File: config.mk
export PLATFORM = sky130hd
export DESIGN_NAME = fpdiv_param_flat
export DESIGN_NICKNAME = d
export VERILOG_FILES = /design/src/rtl/fp_pkg.sv /design/src/rtl/fpdiv_param_if.sv /design/src/rtl/fp_classify.sv /design/src/rtl/fpdiv_param.sv /design/src/flat_wrapper.sv
export SDC_FILE = /design/constraint.sdc
export NUM_CORES = 1
export LEC_CHECK = 0
export ABC_AREA = 1
export ABC_CLOCK_PERIOD_IN_PS = 5300
export BUFFER_PORTS_ARGS = -buffer_cell sky130_fd_sc_hd__buf_2
export CORE_MARGIN = 8
export CORE_UTILIZATION = 35
export CTS_BUF_LIST = sky130_fd_sc_hd__clkbuf_16
export CTS_CLUSTER_SIZE = 20
export DETAILED_ROUTE_END_ITERATION = 10
export GPL_ROUTABILITY_DRIVEN = 0
export HOLD_SLACK_MARGIN = 0.08
export PLACE_DENSITY_LB_ADDON = 0.25
export SYNTH_ARGS = -nofsm -noshare
export SYNTH_HDL_FRONTEND = slang
export SYNTH_SLANG_ARGS = --single-unit
File: constraint.sdc
create_clock -name CLOCK -period 5.3 [get_ports CLOCK]
set_input_delay 1.59 -clock CLOCK [delete_from_list [all_inputs] [get_ports CLOCK]]
set_output_delay 1.59 -clock CLOCK [all_outputs]
set_load 0.005 [all_outputs]
File: src/rtl/fp_pkg.sv
// Shared floating-point definitions: divider state encoding, exception bit
// positions, operand class bundle and canonical special-value constants.
package fp_pkg;

  typedef enum logic [2:0] {
    ST_IDLE,
    ST_CLASSIFY,
    ST_NORM,
    ST_DIVIDE,
    ST_ROUND
  } state_e;

  localparam int EXC_INVALID   = 4;
  localparam int EXC_DIV_ZERO  = 3;
  localparam int EXC_OVERFLOW  = 2;
  localparam int EXC_UNDERFLOW = 1;
  localparam int EXC_INEXACT   = 0;

  typedef struct packed {
    logic is_nan;
    logic is_inf;
    logic is_zero;
    logic is_sub;
  } fp_class_t;

  typedef enum logic [1:0] {
    FP_ZERO,
    FP_INF,
    FP_QNAN
  } fp_kind_e;

  // Wide enough for any format we instantiate; callers slice off their width.
  localparam int FP_MAX_W = 128;

  // Positive canonical special value for the given field widths (sign bit 0).
  function automatic logic [FP_MAX_W-1:0] fp_const(input fp_kind_e kind,
                                                   input int exp_w,
                                                   input int man_w);
    logic [FP_MAX_W-1:0] one;
    logic [FP_MAX_W-1:0] exp_ones;
    one      = {{(FP_MAX_W-1){1'b0}}, 1'b1};
    exp_ones = ((one << exp_w) - one) << man_w;
    case (kind)
      FP_INF:  return exp_ones;
      FP_QNAN: return exp_ones | (one << (man_w - 1));
      default: return '0;
    endcase
  endfunction

endpackage

File: src/rtl/fpdiv_param_if.sv
// Request/response bundle of the divider: operands and START in, quotient,
// flags and DONE/BUSY back.
interface fpdiv_param_if #(
  parameter int EXP_W = 8,
  parameter int MAN_W = 23
);
  localparam int W = 1 + EXP_W + MAN_W;

  logic         START;
  logic [W-1:0] InputA;
  logic [W-1:0] InputB;
  logic [W-1:0] AbyB;
  logic         DONE;
  logic         BUSY;
  logic [4:0]   EXCEPTION;

  modport master (output START, InputA, InputB,
                  input  AbyB, DONE, BUSY, EXCEPTION);
  modport slave  (input  START, InputA, InputB,
                  output AbyB, DONE, BUSY, EXCEPTION);
endinterface

File: src/rtl/fp_classify.sv
// Combinational operand classifier; takes the magnitude (exponent+mantissa)
// since the sign never affects the class.
module fp_classify
  import fp_pkg::*;
#(
  parameter int EXP_W = 8,
  parameter int MAN_W = 23
) (
  input  logic [EXP_W+MAN_W-1:0] mag,
  output fp_class_t              cls
);
  logic exp_ones;
  logic exp_zero;
  logic man_zero;

  assign exp_ones = &mag[EXP_W+MAN_W-1:MAN_W];
  assign exp_zero = ~|mag[EXP_W+MAN_W-1:MAN_W];
  assign man_zero = ~|mag[MAN_W-1:0];

  assign cls.is_nan  = exp_ones & ~man_zero;
  assign cls.is_inf  = exp_ones &  man_zero;
  assign cls.is_zero = exp_zero &  man_zero;
  assign cls.is_sub  = exp_zero & ~man_zero;
endmodule

File: src/rtl/fpdiv_param.sv
// Sequential IEEE-754 divider, one restoring-division quotient bit per cycle,
// round-to-nearest-even; subnormal inputs are normalised, tiny results flush to zero.
module fpdiv_param
  import fp_pkg::*;
#(
  parameter int EXP_W = 8,
  parameter int MAN_W = 23
) (
  input logic          CLOCK,
  input logic          RESET_N,
  fpdiv_param_if.slave bus
);
  localparam int W  = 1 + EXP_W + MAN_W;
  localparam int EW = EXP_W + 2;
  localparam int QW = MAN_W + 4;
  localparam int CW = $clog2(QW);

  localparam logic [CW-1:0]        LAST_STEP = CW'(QW - 1);
  localparam logic signed [EW-1:0] E_ONE     = EW'(1);
  localparam logic signed [EW-1:0] E_ZERO    = '0;
  localparam logic signed [EW-1:0] BIAS      = EW'((1 << (EXP_W - 1)) - 1);
  localparam logic signed [EW-1:0] E_MAX     = EW'((1 << EXP_W) - 1);

  localparam logic [FP_MAX_W-1:0] INF_WORD  = fp_const(FP_INF, EXP_W, MAN_W);
  localparam logic [FP_MAX_W-1:0] QNAN_WORD = fp_const(FP_QNAN, EXP_W, MAN_W);
  localparam logic [W-2:0]        INF_MAG   = INF_WORD[W-2:0];
  localparam logic [W-1:0]        QNAN      = QNAN_WORD[W-1:0];

  state_e                 state;
  logic [W-1:0]           a_q, b_q;
  logic                   sign_q;
  logic [MAN_W:0]         ma, mb;
  logic signed [EW-1:0]   ea, eb, e_q;
  logic [MAN_W+1:0]       rem;
  logic [QW-1:0]          quo;
  logic [CW-1:0]          cnt;
  logic [W-1:0]           res_q;
  logic [4:0]             exc_q;
  logic                   done_q, busy_q;

  fp_class_t cls_a, cls_b;
  logic      sign_ab;

  fp_classify #(.EXP_W(EXP_W), .MAN_W(MAN_W)) u_cls_a (.mag(a_q[W-2:0]), .cls(cls_a));
  fp_classify #(.EXP_W(EXP_W), .MAN_W(MAN_W)) u_cls_b (.mag(b_q[W-2:0]), .cls(cls_b));

  assign sign_ab = a_q[W-1] ^ b_q[W-1];

  // Special-case resolution, highest priority first.
  logic         special;
  logic [W-1:0] spec_res;
  logic [4:0]   spec_exc;

  always_comb begin
    // NOTE: every always_comb output gets a default first so no path infers a latch.
    special  = 1'b1;
    spec_res = '0;
    spec_exc = '0;
    if (cls_a.is_nan | cls_b.is_nan | (cls_a.is_zero & cls_b.is_zero) |
        (cls_a.is_inf & cls_b.is_inf)) begin
      spec_res              = QNAN;
      spec_exc[EXC_INVALID] = 1'b1;
    end else if (cls_b.is_zero) begin
      spec_res               = {sign_ab, INF_MAG};
      spec_exc[EXC_DIV_ZERO] = 1'b1;
    end else if (cls_a.is_inf) begin
      spec_res = {sign_ab, INF_MAG};
    end else if (cls_b.is_inf | cls_a.is_zero) begin
      spec_res = {sign_ab, {(W-1){1'b0}}};
    end else begin
      special = 1'b0;
    end
  end

  // One restoring-division step: subtract the divisor when it fits.
  logic             ge;
  logic [MAN_W+1:0] rem_sel;

  assign ge      = rem >= {1'b0, mb};
  assign rem_sel = ge ? rem - {1'b0, mb} : rem;

  // Normalise quotient, round to nearest even, then range-check the exponent.
  logic [QW-1:0]        q_norm;
  logic signed [EW-1:0] e_adj, e_fin;
  logic                 g_bit, r_bit, s_bit, round_up, inexact;
  logic [MAN_W+1:0]     mant_sum;
  logic [MAN_W-1:0]     frac_fin;
  logic [W-1:0]         rnd_res;
  logic [4:0]           rnd_exc;

  always_comb begin
    q_norm = quo;
    e_adj  = e_q;
    if (!quo[QW-1]) begin
      q_norm = quo << 1;
      e_adj  = e_q - E_ONE;
    end
    g_bit    = q_norm[2];
    r_bit    = q_norm[1];
    s_bit    = q_norm[0] | (rem != '0);
    inexact  = g_bit | r_bit | s_bit;
    round_up = g_bit & (r_bit | s_bit | q_norm[3]);
    mant_sum = {1'b0, q_norm[QW-1:3]} + {{(MAN_W+1){1'b0}}, round_up};
    e_fin    = e_adj;
    frac_fin = mant_sum[MAN_W-1:0];
    if (mant_sum[MAN_W+1]) begin
      e_fin    = e_adj + E_ONE;
      frac_fin = mant_sum[MAN_W:1];
    end
    rnd_res = '0;
    rnd_exc = '0;
    if (e_fin >= E_MAX) begin
      rnd_res                = {sign_q, INF_MAG};
      rnd_exc[EXC_OVERFLOW]  = 1'b1;
      rnd_exc[EXC_INEXACT]   = 1'b1;
    end else if (e_fin <= E_ZERO) begin
      rnd_res                = {sign_q, {(W-1){1'b0}}};
      rnd_exc[EXC_UNDERFLOW] = 1'b1;
      rnd_exc[EXC_INEXACT]   = 1'b1;
    end else begin
      rnd_res              = {sign_q, e_fin[EXP_W-1:0], frac_fin};
      rnd_exc[EXC_INEXACT] = inexact;
    end
  end

  always_ff @(posedge CLOCK or negedge RESET_N) begin
    if (!RESET_N) begin
      state  <= ST_IDLE;
      a_q    <= '0;
      b_q    <= '0;
      sign_q <= 1'b0;
      ma     <= '0;
      mb     <= '0;
      ea     <= '0;
      eb     <= '0;
      e_q    <= '0;
      rem    <= '0;
      quo    <= '0;
      cnt    <= '0;
      res_q  <= '0;
      exc_q  <= '0;
      done_q <= 1'b0;
      busy_q <= 1'b0;
    end else begin
      // NOTE: non-blocking assignments so every register samples pre-edge values.
      done_q <= 1'b0;
      case (state)
        ST_IDLE: begin
          if (bus.START) begin
            a_q    <= bus.InputA;
            b_q    <= bus.InputB;
            busy_q <= 1'b1;
            state  <= ST_CLASSIFY;
          end
        end
        ST_CLASSIFY: begin
          sign_q <= sign_ab;
          if (special) begin
            res_q  <= spec_res;
            exc_q  <= spec_exc;
            done_q <= 1'b1;
            busy_q <= 1'b0;
            state  <= ST_IDLE;
          end else begin
            // Subnormals use effective exponent 1 with a clear hidden bit.
            ma    <= {~cls_a.is_sub, a_q[MAN_W-1:0]};
            mb    <= {~cls_b.is_sub, b_q[MAN_W-1:0]};
            ea    <= cls_a.is_sub ? E_ONE : $signed({2'b00, a_q[W-2:MAN_W]});
            eb    <= cls_b.is_sub ? E_ONE : $signed({2'b00, b_q[W-2:MAN_W]});
            state <= ST_NORM;
          end
        end
        ST_NORM: begin
          if (ma[MAN_W] && mb[MAN_W]) begin
            e_q   <= ea - eb + BIAS;
            rem   <= {1'b0, ma};
            quo   <= '0;
            cnt   <= '0;
            state <= ST_DIVIDE;
          end else begin
            if (!ma[MAN_W]) begin
              ma <= ma << 1;
              ea <= ea - E_ONE;
            end
            if (!mb[MAN_W]) begin
              mb <= mb << 1;
              eb <= eb - E_ONE;
            end
          end
        end
        ST_DIVIDE: begin
          quo <= {quo[QW-2:0], ge};
          rem <= rem_sel << 1;
          cnt <= cnt + 1'b1;
          if (cnt == LAST_STEP) state <= ST_ROUND;
        end
        ST_ROUND: begin
          res_q  <= rnd_res;
          exc_q  <= rnd_exc;
          done_q <= 1'b1;
          busy_q <= 1'b0;
          state  <= ST_IDLE;
        end
        default: state <= ST_IDLE;
      endcase
    end
  end

  assign bus.AbyB      = res_q;
  assign bus.EXCEPTION = exc_q;
  assign bus.DONE      = done_q;
  assign bus.BUSY      = busy_q;
endmodule

File: src/flat_wrapper.sv
// flat-port wrapper written by rule: the top's interface ports become plain ports
module fpdiv_param_flat import fp_pkg::*;
#(
  parameter int EXP_W = 8,
  parameter int MAN_W = 23
)
  (CLOCK, RESET_N, bus_START, bus_InputA, bus_InputB, bus_AbyB, bus_DONE, bus_BUSY, bus_EXCEPTION);
  fpdiv_param_if #(.EXP_W(EXP_W), .MAN_W(MAN_W)) bus_i ();
  input logic CLOCK;
  input logic RESET_N;
  input wire logic [$bits(bus_i.START)-1:0] bus_START;
  input wire logic [$bits(bus_i.InputA)-1:0] bus_InputA;
  input wire logic [$bits(bus_i.InputB)-1:0] bus_InputB;
  output wire logic [$bits(bus_i.AbyB)-1:0] bus_AbyB;
  output wire logic [$bits(bus_i.DONE)-1:0] bus_DONE;
  output wire logic [$bits(bus_i.BUSY)-1:0] bus_BUSY;
  output wire logic [$bits(bus_i.EXCEPTION)-1:0] bus_EXCEPTION;
  assign bus_i.START = bus_START;
  assign bus_i.InputA = bus_InputA;
  assign bus_i.InputB = bus_InputB;
  assign bus_AbyB = bus_i.AbyB;
  assign bus_DONE = bus_i.DONE;
  assign bus_BUSY = bus_i.BUSY;
  assign bus_EXCEPTION = bus_i.EXCEPTION;
  fpdiv_param #(.EXP_W(EXP_W), .MAN_W(MAN_W)) u_core (.CLOCK(CLOCK), .RESET_N(RESET_N), .bus(bus_i));
endmodule
==> summary.txt <==
Worst setup path
  • CP required: 5.78 ns
  • Critical Path Source Type: register
  • Critical Path Source: u_core.quo[26]$_DFFE_PN0P_
  • Crit-path cells: nand2_1 -> o21ai_2 -> nand2_1 -> inv_1 -> ha_1 -> nand3_2 -> nor2_2 -> nand3_1 -> nor2_2 -> nand2_1 -> nand2_1 -> nor2_1 -> nand2_1 -> nor2_1 -> nand2_1 -> nand2_1 -> nand2_2 -> nand3_4 -> inv_2 -> nand2_1 -> nand2_1
  • Maximum fanout along the worst path: 63
  • R2R Setup Slk: 1.37 ns
  • CP max stage delay: 1.04 ns
  • Kind of critical path: reg2reg
  • Slowest CP cell: dfrtp_2
  • Worst Reg-to-Reg Cells: 21
  • Cell mode on critical path: nand2_1
  • Reg2reg start: u_core.quo[26]$_DFFE_PN0P_
  • Worst R2R End: u_core.bus.AbyB[21]$_DFFE_PN0P_
  • Crit. End Element: register
  • CP endpoint: u_core.bus.AbyB[21]$_DFFE_PN0P_
  • Critical path arrival: 4.41 ns

Drt
  • Via Count: 12600
  • Pre-antenna DRT Iters: 5
  • DR DRC count: 0
  • Routed wire length: 38.36 mm
  • Drt wl/cell: 15.12 µm
  • DR iter-0 viols: 899
  • Routed vias/inst: 4.967
  • Post-DRT Antenna Nets: 0

Clock network
  • TritonCTS Buffers: 29
  • CTS Hold Buffers Added: 0
  • Clk buf depth: 3
  • CTS sink cnt: 242
  • Htree depth: 1
  • Root Buffer Master: clkbuf_16
  • Skew-Pair Late Insertion Delay: 0.56 ns
  • CTS tree: yes
  • CTS clk-pin slew, worst paths: 0.06 ns
  • Cts repair resizes: 0
  • Post-CTS Setup Repair Bufs: 0

STA
  • RSZ-0062 raised after global routing: false
  • Final setup fails: 0
  • Tightest Pin Transition: 1.020 ns
  • Min Clock Period, post-route: 3.926 ns
  • Post-route clock skew: 0.01292 ns
  • Period utilisation layout: 74.08%
  • Slew Viols, Final: 0
  • Worst slew margin: 31.81%
  • Hold WS: 0.4690 ns
  • Final Hold Vio Count: 0
  • Setup tns final: 0 ns
  • Fmax: 254.7 MHz

Yosys
  • Syn_area_per_cell: 7.482 µm²
  • Post-synthesis async set-or-reset flop share: 100.0%
  • Main synth FF type: dfrtp_1
  • Synth warn: 0
  • Sequential-to-total area share from yosys stat: 42.24%
  • EDFF count, synth: 0
  • Yosys reg bits: 242
  • Syn nets: 2033
  • Mapped Area: 14340 µm²
  • Yosys cell types: 50
  • Post-Synthesis Cells: 1916

Finish
  • Layout overhead on the synthesized area: 13.16%
  • Util after Layout: 39.91%
  • Fin area: 16220 µm²
  • Diode count: 0
  • Final nets: 2101
  • Layout Cells excl Fill: 2537
  • Layout cells sized above 1: 11.12%

Pwr
  • Leak pwr: 7.766 nW
  • Worst ir drop on vdd: 0.3400 mV
  • NetSw: 0.005245 W
  • Sw Ratio: 47.15%
  • Int Power: 0.005878 W
  • Clk network pwr share: 17.7%
  • Reg power frac: 30.0%
  • PwrDens: 685.6 nW/µm²
  • Logic gate share of total power: 52.3%

Global route
  • Number of global-route vias before repair: 12500
  • Initial antenna violation count: 0
  • Total grt overflow: 0
  • Maximum number of pins on one net before global-route repair: 110
  • First-pass GRT wire length: 64.05 mm
  • Total GRT Usage: 16.06%

Floorplanning
  • IO Count: 106
  • # rows: 74
  • DIE AREA: 47690 µm²
  • Die H: 218.4 µm
  • Die width: 218.4 µm
  • Core area: 40650 µm²
  • Initial Util: 35.27%

Placed design
  • Detailed Place HPWL: 27.97 mm
  • DP Cell Count: 2485
  • Port bufs: 105
  • DP Area: 15290 µm²

Run status
  • Status: finished, final reports clean

Hold path
  • Min-Delay Path Class: reg2reg

Run
  • Max Cap Viol: 0
==> stage by stage <==
step | setup slack, ns | power (W)
finish | 1.374 | 0.01112
floorplan | 2.305 | 0.007623
detailed placement | 1.405 | 0.009137
global placement | 1.593 | 0.009071
global route | 0.9136 | 0.01226
CTS | 1.404 | 0.01120
==> power groups by stage <==
stage | combinational, W | clock [W] | sequential, W
detailed placement | 0.00578 | 0 | 0.00336
CTS | 0.00583 | 0.00204 | 0.00333
finish | 0.00581 | 0.00197 | 0.00334
floorplan | 0.00452 | 0 | 0.00310
global route | 0.00671 | 0.00210 | 0.00346
global placement | 0.00573 | 0 | 0.00334
==> placed cells by master, fill, tap and decap left out, types with 4 or more instances in the layout <==
| cell | n |
|---|---|
| inv_2 | 8 |
| o21ai_1 | 12 |
| nand2_2 | 4 |
| nor4_1 | 12 |
| a21oi_1 | 57 |
| nor2_2 | 8 |
| buf_2 | 104 |
| o211ai_1 | 16 |
| xor2_1 | 32 |
| o21ai_0 | 259 |
| buf_4 | 12 |
| a31oi_1 | 13 |
| nor3_2 | 5 |
| bufinv_16 | 4 |
| xnor2_1 | 24 |
| nand3_1 | 78 |
| or2_2 | 4 |
| o22ai_1 | 32 |
| clkbuf_16 | 29 |
| nand4_1 | 32 |
| ha_1 | 48 |
| clkinv_1 | 10 |
| inv_1 | 233 |
| o21ai_2 | 24 |
| nor3_1 | 15 |
| dfrtp_1 | 241 |
| clkinv_2 | 5 |
| nand2_1 | 515 |
| nor2_1 | 126 |
| o31ai_1 | 5 |
==> worst min-delay path by stage <==
| stage | start | end | slack [ns] | cells after the start |
|---|---|---|---|---|
| floorplan | u_core.eb[0]$_DFFE_PN0P_ | u_core.eb[0]$_DFFE_PN0P_ | 0.45 | 2 |
| global placement | u_core.bus.BUSY$_DFFE_PN0P_ | u_core.bus.BUSY$_DFFE_PN0P_ | 0.46 | 2 |
| detailed placement | u_core.bus.AbyB[20]$_DFFE_PN0P_ | u_core.bus.AbyB[20]$_DFFE_PN0P_ | 0.46 | 2 |
| CTS | u_core.bus.AbyB[20]$_DFFE_PN0P_ | u_core.bus.AbyB[20]$_DFFE_PN0P_ | 0.48 | 2 |
| global route | u_core.mb[7]$_DFFE_PN0P_ | u_core.mb[7]$_DFFE_PN0P_ | 0.50 | 2 |
| finish | u_core.bus.BUSY$_DFFE_PN0P_ | u_core.bus.BUSY$_DFFE_PN0P_ | 0.47 | 2 |
==> cells in the mapped netlist, drive strengths merged, types with 21 or more instances <==
| cell type | number | area share (%) |
|---|---|---|
| nand2 | 519 | 14 |
| o21ai | 295 | 11 |
| dfrtp | 242 | 42 |
| inv | 237 | 6.2 |
| nor2 | 137 | 3.8 |
| nand3 | 83 | 3.2 |
| clkbuf | 60 | 1.6 |
| a21oi | 57 | 2.0 |
| ha | 48 | 4.2 |
| nand4 | 33 | 1.5 |
| xor2 | 33 | 2.1 |
| o22ai | 32 | 1.4 |
| xnor2 | 24 | 1.5 |
| buf | 21 | 1.1 |
| nor3 | 21 | 0.92 |
==> cells by family (layout without fill, tap and decap cells) <==
family | after synthesis | in the layout | synth area share [%]
mux | 3 | 3 | 0.2095
buf+inv | 320 | 409 | 8.928
fa+ha+maj | 50 | 50 | 4.469
xor+xnor | 57 | 57 | 3.535
compound gates | 433 | 433 | 16.75
simple gates | 811 | 811 | 23.87
flops | 242 | 242 | 42.24
==> metal layers <==
layer / GRT usage (%) / part of all wire [%] / up-vias
met5: 0 / 0 / -
li1: - / - / 6413
met2: 26.36 / 45 / 247
met1: 22.17 / 49 / 5896
met3: 2.101 / 4.3 / 46
met4: 3.986 / 1.9 / 0
==> state kept, by name, indices dropped and copies added (netlist names) <==
register              count
u_core.bus.DONE           1
u_core.a_q               32
u_core.eb                10
u_core.b_q               32
u_core.bus.AbyB          32
u_core.ea                10
u_core.cnt                5
u_core.rem               25
u_core.ma                24
u_core.bus.EXCEPTION      5
u_core.quo               27
u_core.state              3
u_core.bus.BUSY           1
u_core.mb                24
u_core.sign_q             1
u_core.e_q               10
==> critical path, delay by kind of cell (launching register included) <==
kind,cells,cell delay (ns)
fa+ha+maj,1,0.19
buf+inv,2,0.29
compound gates,1,0.13
flops,1,1.04
simple gates,17,2.17
==> layout make-up <==
class,count,area [µm²]
clock buffers,29,725.7
clock inverters,23,206.4
fillers,4231,24420
inverters,239,897.1
multi-input cells,1354,7025
flip-flops and latches,242,6057
well taps,532,665.6
repair buffers,118,645.6
No activity file was read; power rests on OpenSTA's default activity.
